==> src/rtl/ecc_apb_pkg.sv <==
// ecc_apb_pkg: shared types and constants for the ECC APB requester.
//   apb_state_e  - requester FSM states
//   *_ADDR       - ECC block register offsets
//   ctrl_op_e    - op codes written into the CTRL register
package ecc_apb_pkg;

  typedef enum logic [1:0] {
    IDLE      = 2'd0,
    SETUP     = 2'd1,
    ACCESS    = 2'd2,
    WAIT_DONE = 2'd3
  } apb_state_e;

  localparam logic [31:0] ECC_CTRL_ADDR       = 32'h0000_0000;
  localparam logic [31:0] DATA_IN_ADDR        = 32'h0000_0004;
  localparam logic [31:0] CODEWORD_WIDTH_ADDR = 32'h0000_0008;
  localparam logic [31:0] NOISE_ADDR          = 32'h0000_000C;

  typedef enum logic [1:0] {
    OP_ENC  = 2'd0,
    OP_DEC  = 2'd1,
    OP_FULL = 2'd2
  } ctrl_op_e;

endpackage

==> src/rtl/ecc_done_watchdog.sv <==
// ecc_done_watchdog: bounds the time spent waiting for operation_done.
// Only built when ECC_APB_TIMEOUT_EN is defined.
//   clk, rst   - clock and synchronous active-high reset
//   load_i     - WAIT_DONE entry: load TIMEOUT_CYCLES-1
//   run_i      - currently in WAIT_DONE: count down
//   expired_o  - count has reached zero while waiting
module ecc_done_watchdog #(
  parameter int unsigned TIMEOUT_CYCLES = 1024
) (
  input  logic clk,
  input  logic rst,
  input  logic load_i,
  input  logic run_i,
  output logic expired_o
);

  localparam int unsigned    CW       = $clog2(TIMEOUT_CYCLES + 1);
  localparam logic [CW-1:0]  LOAD_VAL = CW'(TIMEOUT_CYCLES - 1);

  logic [CW-1:0] cnt_q;
  logic [CW-1:0] cnt_d;

  // Next count: reload on entry, otherwise saturate at zero while waiting.
  always_comb begin
    cnt_d = cnt_q;
    if (load_i) begin
      cnt_d = LOAD_VAL;
    end else if (run_i && (cnt_q != {CW{1'b0}})) begin
      cnt_d = cnt_q - CW'(1);
    end else begin
      cnt_d = cnt_q;
    end
  end

  // Count register.
  always_ff @(posedge clk) begin
    if (rst) begin
      cnt_q <= {CW{1'b0}};
    end else begin
      cnt_q <= cnt_d;
    end
  end

  // The cycle holding zero is the last WAIT_DONE cycle, giving TIMEOUT_CYCLES in total.
  assign expired_o = run_i && (cnt_q == {CW{1'b0}});

endmodule

==> src/rtl/ecc_apb_txn_master.sv <==
// ecc_apb_txn_master: single-outstanding APB requester for the ECC block.
// One command at a time goes IDLE -> SETUP -> ACCESS -> IDLE; a write to the
// CTRL register additionally waits in WAIT_DONE for operation_done.
// Optional macro ECC_APB_TIMEOUT_EN bounds WAIT_DONE to TIMEOUT_CYCLES cycles.
// Ports:
//   clk, rst                          clock, synchronous active-high reset
//   cmd_valid/ready/write/addr/wdata  command handshake from stimulus layer
//   rsp_valid/rdata/timeout           completion pulse, read data, timeout flag
//   psel/penable/pwrite/paddr/pwdata  APB request (all registered)
//   prdata                            APB read data (zero-wait-state slave)
//   operation_done                    ECC core completion pulse
//   busy                              requester not idle
module ecc_apb_txn_master
  import ecc_apb_pkg::*;
#(
  parameter int unsigned AMBA_WORD       = 32,
  parameter int unsigned AMBA_ADDR_WIDTH = 20,
  parameter int unsigned TIMEOUT_CYCLES  = 1024
) (
  input  logic                       clk,
  input  logic                       rst,
  input  logic                       cmd_valid,
  output logic                       cmd_ready,
  input  logic                       cmd_write,
  input  logic [AMBA_ADDR_WIDTH-1:0] cmd_addr,
  input  logic [AMBA_WORD-1:0]       cmd_wdata,
  output logic                       rsp_valid,
  output logic [AMBA_WORD-1:0]       rsp_rdata,
  output logic                       rsp_timeout,
  output logic                       psel,
  output logic                       penable,
  output logic                       pwrite,
  output logic [AMBA_ADDR_WIDTH-1:0] paddr,
  output logic [AMBA_WORD-1:0]       pwdata,
  input  logic [AMBA_WORD-1:0]       prdata,
  input  logic                       operation_done,
  output logic                       busy
);

  apb_state_e                 state_q, state_d;
  logic                       psel_q, psel_d;
  logic                       penable_q, penable_d;
  logic                       pwrite_q, pwrite_d;
  logic [AMBA_ADDR_WIDTH-1:0] paddr_q, paddr_d;
  logic [AMBA_WORD-1:0]       pwdata_q, pwdata_d;
  logic                       cmd_ready_q, cmd_ready_d;
  logic                       rsp_valid_q, rsp_valid_d;
  logic [AMBA_WORD-1:0]       rsp_rdata_q, rsp_rdata_d;
  logic                       rsp_timeout_q, rsp_timeout_d;
  logic                       busy_q, busy_d;
  logic                       accept_s;
  logic                       ctrl_wr_s;
  logic                       expired_s;

  assign accept_s  = cmd_valid && cmd_ready_q;
  // pwrite_q holds the command direction during SETUP/ACCESS.
  assign ctrl_wr_s = pwrite_q && (paddr_q == AMBA_ADDR_WIDTH'(ECC_CTRL_ADDR));

`ifdef ECC_APB_TIMEOUT_EN
  ecc_done_watchdog #(
    .TIMEOUT_CYCLES (TIMEOUT_CYCLES)
  ) u_watchdog (
    .clk       (clk),
    .rst       (rst),
    .load_i    ((state_q == ACCESS) && (state_d == WAIT_DONE)),
    .run_i     (state_q == WAIT_DONE),
    .expired_o (expired_s)
  );
`else
  logic [31:0] tmo_unused_s;
  assign tmo_unused_s = 32'(TIMEOUT_CYCLES);
  assign expired_s    = 1'b0;
`endif

  // Next-state and next-output logic; every output is registered from these.
  always_comb begin
    state_d       = state_q;
    psel_d        = 1'b0;
    penable_d     = 1'b0;
    pwrite_d      = 1'b1;
    paddr_d       = paddr_q;
    pwdata_d      = pwdata_q;
    cmd_ready_d   = 1'b0;
    rsp_valid_d   = 1'b0;
    rsp_rdata_d   = rsp_rdata_q;
    rsp_timeout_d = 1'b0;
    case (state_q)
      IDLE: begin
        if (accept_s) begin
          state_d  = SETUP;
          psel_d   = 1'b1;
          pwrite_d = cmd_write;
          paddr_d  = cmd_addr;
          pwdata_d = cmd_wdata;
        end else begin
          cmd_ready_d = 1'b1;
        end
      end
      SETUP: begin
        state_d   = ACCESS;
        psel_d    = 1'b1;
        penable_d = 1'b1;
        pwrite_d  = pwrite_q;
      end
      ACCESS: begin
        if (!pwrite_q) begin
          rsp_rdata_d = prdata;
        end else begin
          rsp_rdata_d = rsp_rdata_q;
        end
        // A done pulse coinciding with the CTRL access already completes it.
        if (ctrl_wr_s && !operation_done) begin
          state_d = WAIT_DONE;
        end else begin
          state_d     = IDLE;
          rsp_valid_d = 1'b1;
          cmd_ready_d = 1'b1;
        end
      end
      WAIT_DONE: begin
        if (operation_done) begin
          state_d     = IDLE;
          rsp_valid_d = 1'b1;
          cmd_ready_d = 1'b1;
        end else if (expired_s) begin
          state_d       = IDLE;
          rsp_valid_d   = 1'b1;
          rsp_timeout_d = 1'b1;
          cmd_ready_d   = 1'b1;
        end else begin
          state_d = WAIT_DONE;
        end
      end
      default: begin
        state_d = IDLE;
      end
    endcase
    busy_d = (state_d != IDLE);
  end

  // State and output registers; reset aborts any transfer without a response.
  always_ff @(posedge clk) begin
    if (rst) begin
      state_q       <= IDLE;
      psel_q        <= 1'b0;
      penable_q     <= 1'b0;
      pwrite_q      <= 1'b1;
      paddr_q       <= {AMBA_ADDR_WIDTH{1'b0}};
      pwdata_q      <= {AMBA_WORD{1'b0}};
      cmd_ready_q   <= 1'b0;
      rsp_valid_q   <= 1'b0;
      rsp_rdata_q   <= {AMBA_WORD{1'b0}};
      rsp_timeout_q <= 1'b0;
      busy_q        <= 1'b0;
    end else begin
      state_q       <= state_d;
      psel_q        <= psel_d;
      penable_q     <= penable_d;
      pwrite_q      <= pwrite_d;
      paddr_q       <= paddr_d;
      pwdata_q      <= pwdata_d;
      cmd_ready_q   <= cmd_ready_d;
      rsp_valid_q   <= rsp_valid_d;
      rsp_rdata_q   <= rsp_rdata_d;
      rsp_timeout_q <= rsp_timeout_d;
      busy_q        <= busy_d;
    end
  end

  assign psel        = psel_q;
  assign penable     = penable_q;
  assign pwrite      = pwrite_q;
  assign paddr       = paddr_q;
  assign pwdata      = pwdata_q;
  assign cmd_ready   = cmd_ready_q;
  assign rsp_valid   = rsp_valid_q;
  assign rsp_rdata   = rsp_rdata_q;
  assign rsp_timeout = rsp_timeout_q;
  assign busy        = busy_q;

endmodule

==> config.mk <==
export PLATFORM = sky130hd
export DESIGN_NAME = ecc_apb_txn_master
export DESIGN_NICKNAME = d
export VERILOG_FILES = /design/src/rtl/ecc_apb_pkg.sv /design/src/rtl/ecc_done_watchdog.sv /design/src/rtl/ecc_apb_txn_master.sv
export SDC_FILE = /design/constraint.sdc
export NUM_CORES = 1
export LEC_CHECK = 0
export CAP_MARGIN = 15
export CORE_MARGIN = 3
export CORE_UTILIZATION = 45
export DETAILED_ROUTE_END_ITERATION = 8
export DONT_BUFFER_PORTS = 1
export PLACE_DENSITY = 0.7
export SLEW_MARGIN = 10
export SYNTH_ARGS = -nofsm -noshare
export SYNTH_HDL_FRONTEND = slang
export SYNTH_HIERARCHICAL = 1
export SYNTH_SLANG_ARGS = --single-unit
==> constraint.sdc <==
create_clock -name clk -period 3 [get_ports clk]
set_input_delay 0.3 -clock clk [delete_from_list [all_inputs] [get_ports clk]]
set_output_delay 0.3 -clock clk [all_outputs]
set_load 0.05 [all_outputs]
# After elaboration in Yosys (flattened, before gate mapping)
# Cells that the tools add are included.
[op_classes] bitwise_logic=1 n_reduce_logical=9 eq_ne=3 n_mux=14
[ops] op="$logic_not A20 Y1" n=1
[ops] op="$pmux W2 S4" n=1
[ops] op="$mux W1" n=6
[ops] op="$mux W2" n=3
[ops] op="$pmux W1 S2" n=3
[ops] op="$eq A2 B2 Y1 const B" n=2
[ops] op="$reduce_and A2 Y1" n=2
[ops] op="$logic_and A1 B1 Y1" n=3
[ops] op="$pmux W1 S3" n=1
[ops] op="$eq A2 B1 Y1 const B" n=1
[ops] op="$logic_not A2 Y1" n=1
[ops] op="$reduce_bool A2 Y1" n=1
[ops] op="$logic_not A1 Y1" n=1
[ops] op="$not A1 Y1" n=1
[totals] inputBits=89 out_inout_bits=91 elab_cells=37 register_bits=92

# Longest topological paths before layout
[depth] depth_word=6 mapped_depth=6 mapped_depth_nobuf=4

# Worst setup path before layout
# Ideal clock, no wire load.
[synth_timing] path_type="register to register" start="register cmd_ready_q, in the netlist cmd_ready" end="register paddr_q[0], in the netlist paddr[0]" path_slack_ns=1.304 n_path_buf=2 period_less_slack_ns=1.696 setup_time_ns=0.135 path_stages_with_launch=7 t_arrival_ns=1.561 t_required_ns=2.865 cell_sequence="dfxtp_1 -> nand2_1 -> or3_1 -> buf_2 -> buf_2 -> nand2_1 -> a21oi_1"
[synth_between] elab_chain_cells=2
[synth_lines] item="start, declared" line_no="ecc_apb_txn_master.sv:46" text="logic cmd_ready_q, cmd_ready_d;"
[synth_lines] item="start signal, assigned" line_no="ecc_apb_txn_master.sv:162" text="cmd_ready_q <= cmd_ready_d;"
[synth_lines] item="$logic_and A1 B1 Y1" line_no="ecc_apb_txn_master.sv:55" text="assign accept_s = cmd_valid && cmd_ready_q;"
[synth_lines] item="$reduce_and A2 Y1 (no line)"
[synth_lines] item="end signal, assigned" line_no="ecc_apb_txn_master.sv:148" text="paddr_q <= {AMBA_ADDR_WIDTH{1'b0}};"
[synth_lines] item="end signal, assigned" line_no="ecc_apb_txn_master.sv:160" text="paddr_q <= paddr_d;"
[synth_lines] item="end, declared" line_no="ecc_apb_txn_master.sv:44" text="logic [AMBA_ADDR_WIDTH-1:0] paddr_q, paddr_d;"
# No other way between the ends.
# A chain may end at the register's enable or synchronous reset.

# Worst setup path in the final report
[layout_timing] start="register cmd_ready_q, in the netlist cmd_ready" end="register paddr_q[4], in the netlist paddr[4]"
# The elaborated chain is that of the path after synthesis.

==> impl_metrics.toml <==
[global_route]
grt_antenna_before_repair = 0
grt_max_degree = 53
grt_pass1_vias = 2515
grtUsageTotal = 0.1845
grt_first_pass_wirelength_microns = 12360
grt-ovfl-total = 0

[pwr]
internal_power_mw = 1.817
power.share.clock = 0.361
ir_drop_mv = 0.3230
p_sw_mw = 0.7115
p_per_area_mw_per_mm2 = 706.3
p_sw_frac = 0.2814
power.leakage_nw = 1.193
power.share.sequential = 0.576
power_frac_comb = 0.063

[synth]
synth-xor-area-share = 0
yosysTopAreaCell = "dfxtp_1"
synth.most_common_cell = "nand2_1"
synth_compound_area_frac = 0.1400
synth.area.mux_share = 0
netlist_area_sq_mm = 0.003281
synth_cells = 412
synth_commonest_cells = "172 x nand2_1, 92 x dfxtp_1, 87 x a21oi_1"
synth-seq-cells = 92
syn_nets = 501
synth.area.top_cells = "dfxtp_1 56%, nand2_1 20%, a21oi_1 13%"
synthAdderAreaFrac = 0
async_flop_share = 0
synth-main-ff-cell = "dfxtp_1"
ys_warn_count = 6
synth_edf_count = 0
syn_area_per_cell_sq_um = 7.963
synthSimpleGateAreaFrac = 0.2551
synth_cell_types = 24
synth_top_area_share = 0.5614
synth_top_family_by_area = "simple AND/OR/NAND/NOR gates"
synth_seq_area_share = 0.5614

[timing]
slew_headroom = 0.4087
fin_crit_sh = 0.6337
rsz0062_at_grt = "false"
skew_ps = 9.732
finalMaxSlewViolations = 0
finalSetupViolations = 0
fmax_mhz = 526.0
setup_tns_ps = 0
timing.hold.ws_ps = 35.51
finalHoldViolCount = 0
worstMarginPinSlew_ps = 887.0
min_period_ps = 1901

[critical_path]
cp-end-kind = "flop"
worstPathRequired_ps = 3230
cp-start-kind = "flop"
worstPathMaxFanout = 52
arrival_ps = 2130
crit_type = "reg -> reg"

[floorplanning]
io_pins = 180
fp-row-count = 30
dieWidth_microns = 91.39
die-area_sq_mm = 0.008351
initial_core_util = 0.4724
coreArea_sq_mm = 0.006944
dieHeight_microns = 91.39

[routing]
via_per_inst = 5.188
wire_per_inst_microns = 15.77
drc = 0
wl_microns = 7884
drtPass1Iterations = 5
ant_nets = 0
vias = 2594
drtIter0Drc = 67

[clock_network]
ctsLongestPathBuffers = 2
cts_tree = "yes"
clock_latency_ps = 340
clockRootBuffer = "clkbuf_8"
clk_pin_slew_ps = 90
clock-sinks = 92
post-cts-setup-buffer-count = 0
cts_made_buffers = 9
htree_num_levels = 3

[cells_and_area]
syn_to_final_growth_pct = 9.115
nFillCells = 659
drive_gt1_frac = 0.07673
antenna_cells = 0
nNetsFinal = 488
seq_area_sq_mm = 0.001842
multi_input_comb_area_sq_mm = 0.001310

[placement]
gp_congestion = 0.7306
dpl.hpwl_microns = 5204
io_buffers = 0

[flow_run]
drv_cap = 0

[outcome]
status = "finished clean"

[min_path]
holdCritPathClass = "in -> reg"
-- what timing repair did --
| action | 4_1_cts | 5_1_grt |
|---|---|---|
| gates resized for setup | 0 | 0 |
| hold buffers | 2 | 1 |
| endpoints found under the hold margin | 41 | 6 |
-- power groups by stage --
stage          Combinational [mW]  Sequential [mW]  Clock, mW
2_1_floorplan               0.132             1.48          0
3_3_place_gp                0.140             1.48          0
3_5_place_dp                0.146             1.49          0
4_1_cts                     0.160             1.46      0.940
5_1_grt                     0.183             1.46      0.994
6_report                    0.160             1.46      0.913
-- critical path, cell delays in order, from the launching register on --
cell and delay, ps:
dfxtp_1 320, buf_4 200, nand2_1 150, or3_2 840
nand2_1 190, a21oi_1 90
-- worst paths after layout --
path,start,to,slack (ps),cells past startpoint
setup / recovery,cmd_ready,paddr[4],1100,5
hold / removal,rst,rsp_rdata[8],40,1
setup reg to reg,cmd_ready,paddr[4],1100,5
hold reg to reg,state_q[1],rsp_valid,650,1
-- through the flow --
step                      setup WS (ps)  utilization  power [mW]  cells  instance area (sq um)
after global placement             1154       0.4773       1.625    481                   3314
after CTS                          1093       0.5141       2.557    499                   3570
after detailed placement           1106       0.4773       1.633    481                   3314
after floorplan                    1304            -       1.611    412                   3281
final                              1099       0.5155       2.528    500                   3580
after global routing              936.5       0.5155       2.641    500                   3580
-- cells in the final DEF, fill, tap and decap left out, types with 2 or more instances in the layout --
cell           Yosys  final
nand2_1          172    172
dfxtp_1           92     92
a21oi_1           87     87
clkbuf_8           0     10
nor2_1             5      4
nand2b_1           3      3
nor4_2             3      3
nor3_1             3      3
buf_4              1      3
clkinv_2           0      2
bufinv_16          0      2
clkinv_4           0      2
buf_12             0      2
dlygate4sd3_1      0      2
-- kinds of logic (layout without fill, tap and decap cells) --
family                 after synthesis  in the layout
AND/OR/NAND/NOR                    198            198
flip-flops                          92             92
AO/OA/AOI/OAI                       90             90
buffers and inverters               31             23
other                                1              1
-- metal layers --
layer  share of wire  vias up  track usage
li1                -     1306            -
met1            0.39     1150       0.2024
met2            0.49      128       0.3019
met3            0.11       10      0.08534
met4           0.013        0      0.08543
met5               0        -            0
-- registers in the layout (all words and copies together) (netlist names) --
signal / flops
pwdata: 32
rsp_rdata: 32
paddr: 20
state_q: 2
busy: 1
cmd_ready: 1
penable: 1
psel: 1
pwrite: 1
rsp_valid: 1
-- final cells by class --
| class | count | share of cell area |
|---|---|---|
| clock buffers | 10 | 0.03845 |
| clock inverters | 6 | 0.02447 |
| multi-input cells | 289 | 0.3660 |
| flip-flops and latches | 92 | 0.5145 |
| well taps | 96 | 0.03355 |
| repair buffers | 7 | 0.02307 |
Note: power is estimated with default switching activity, not from simulation.
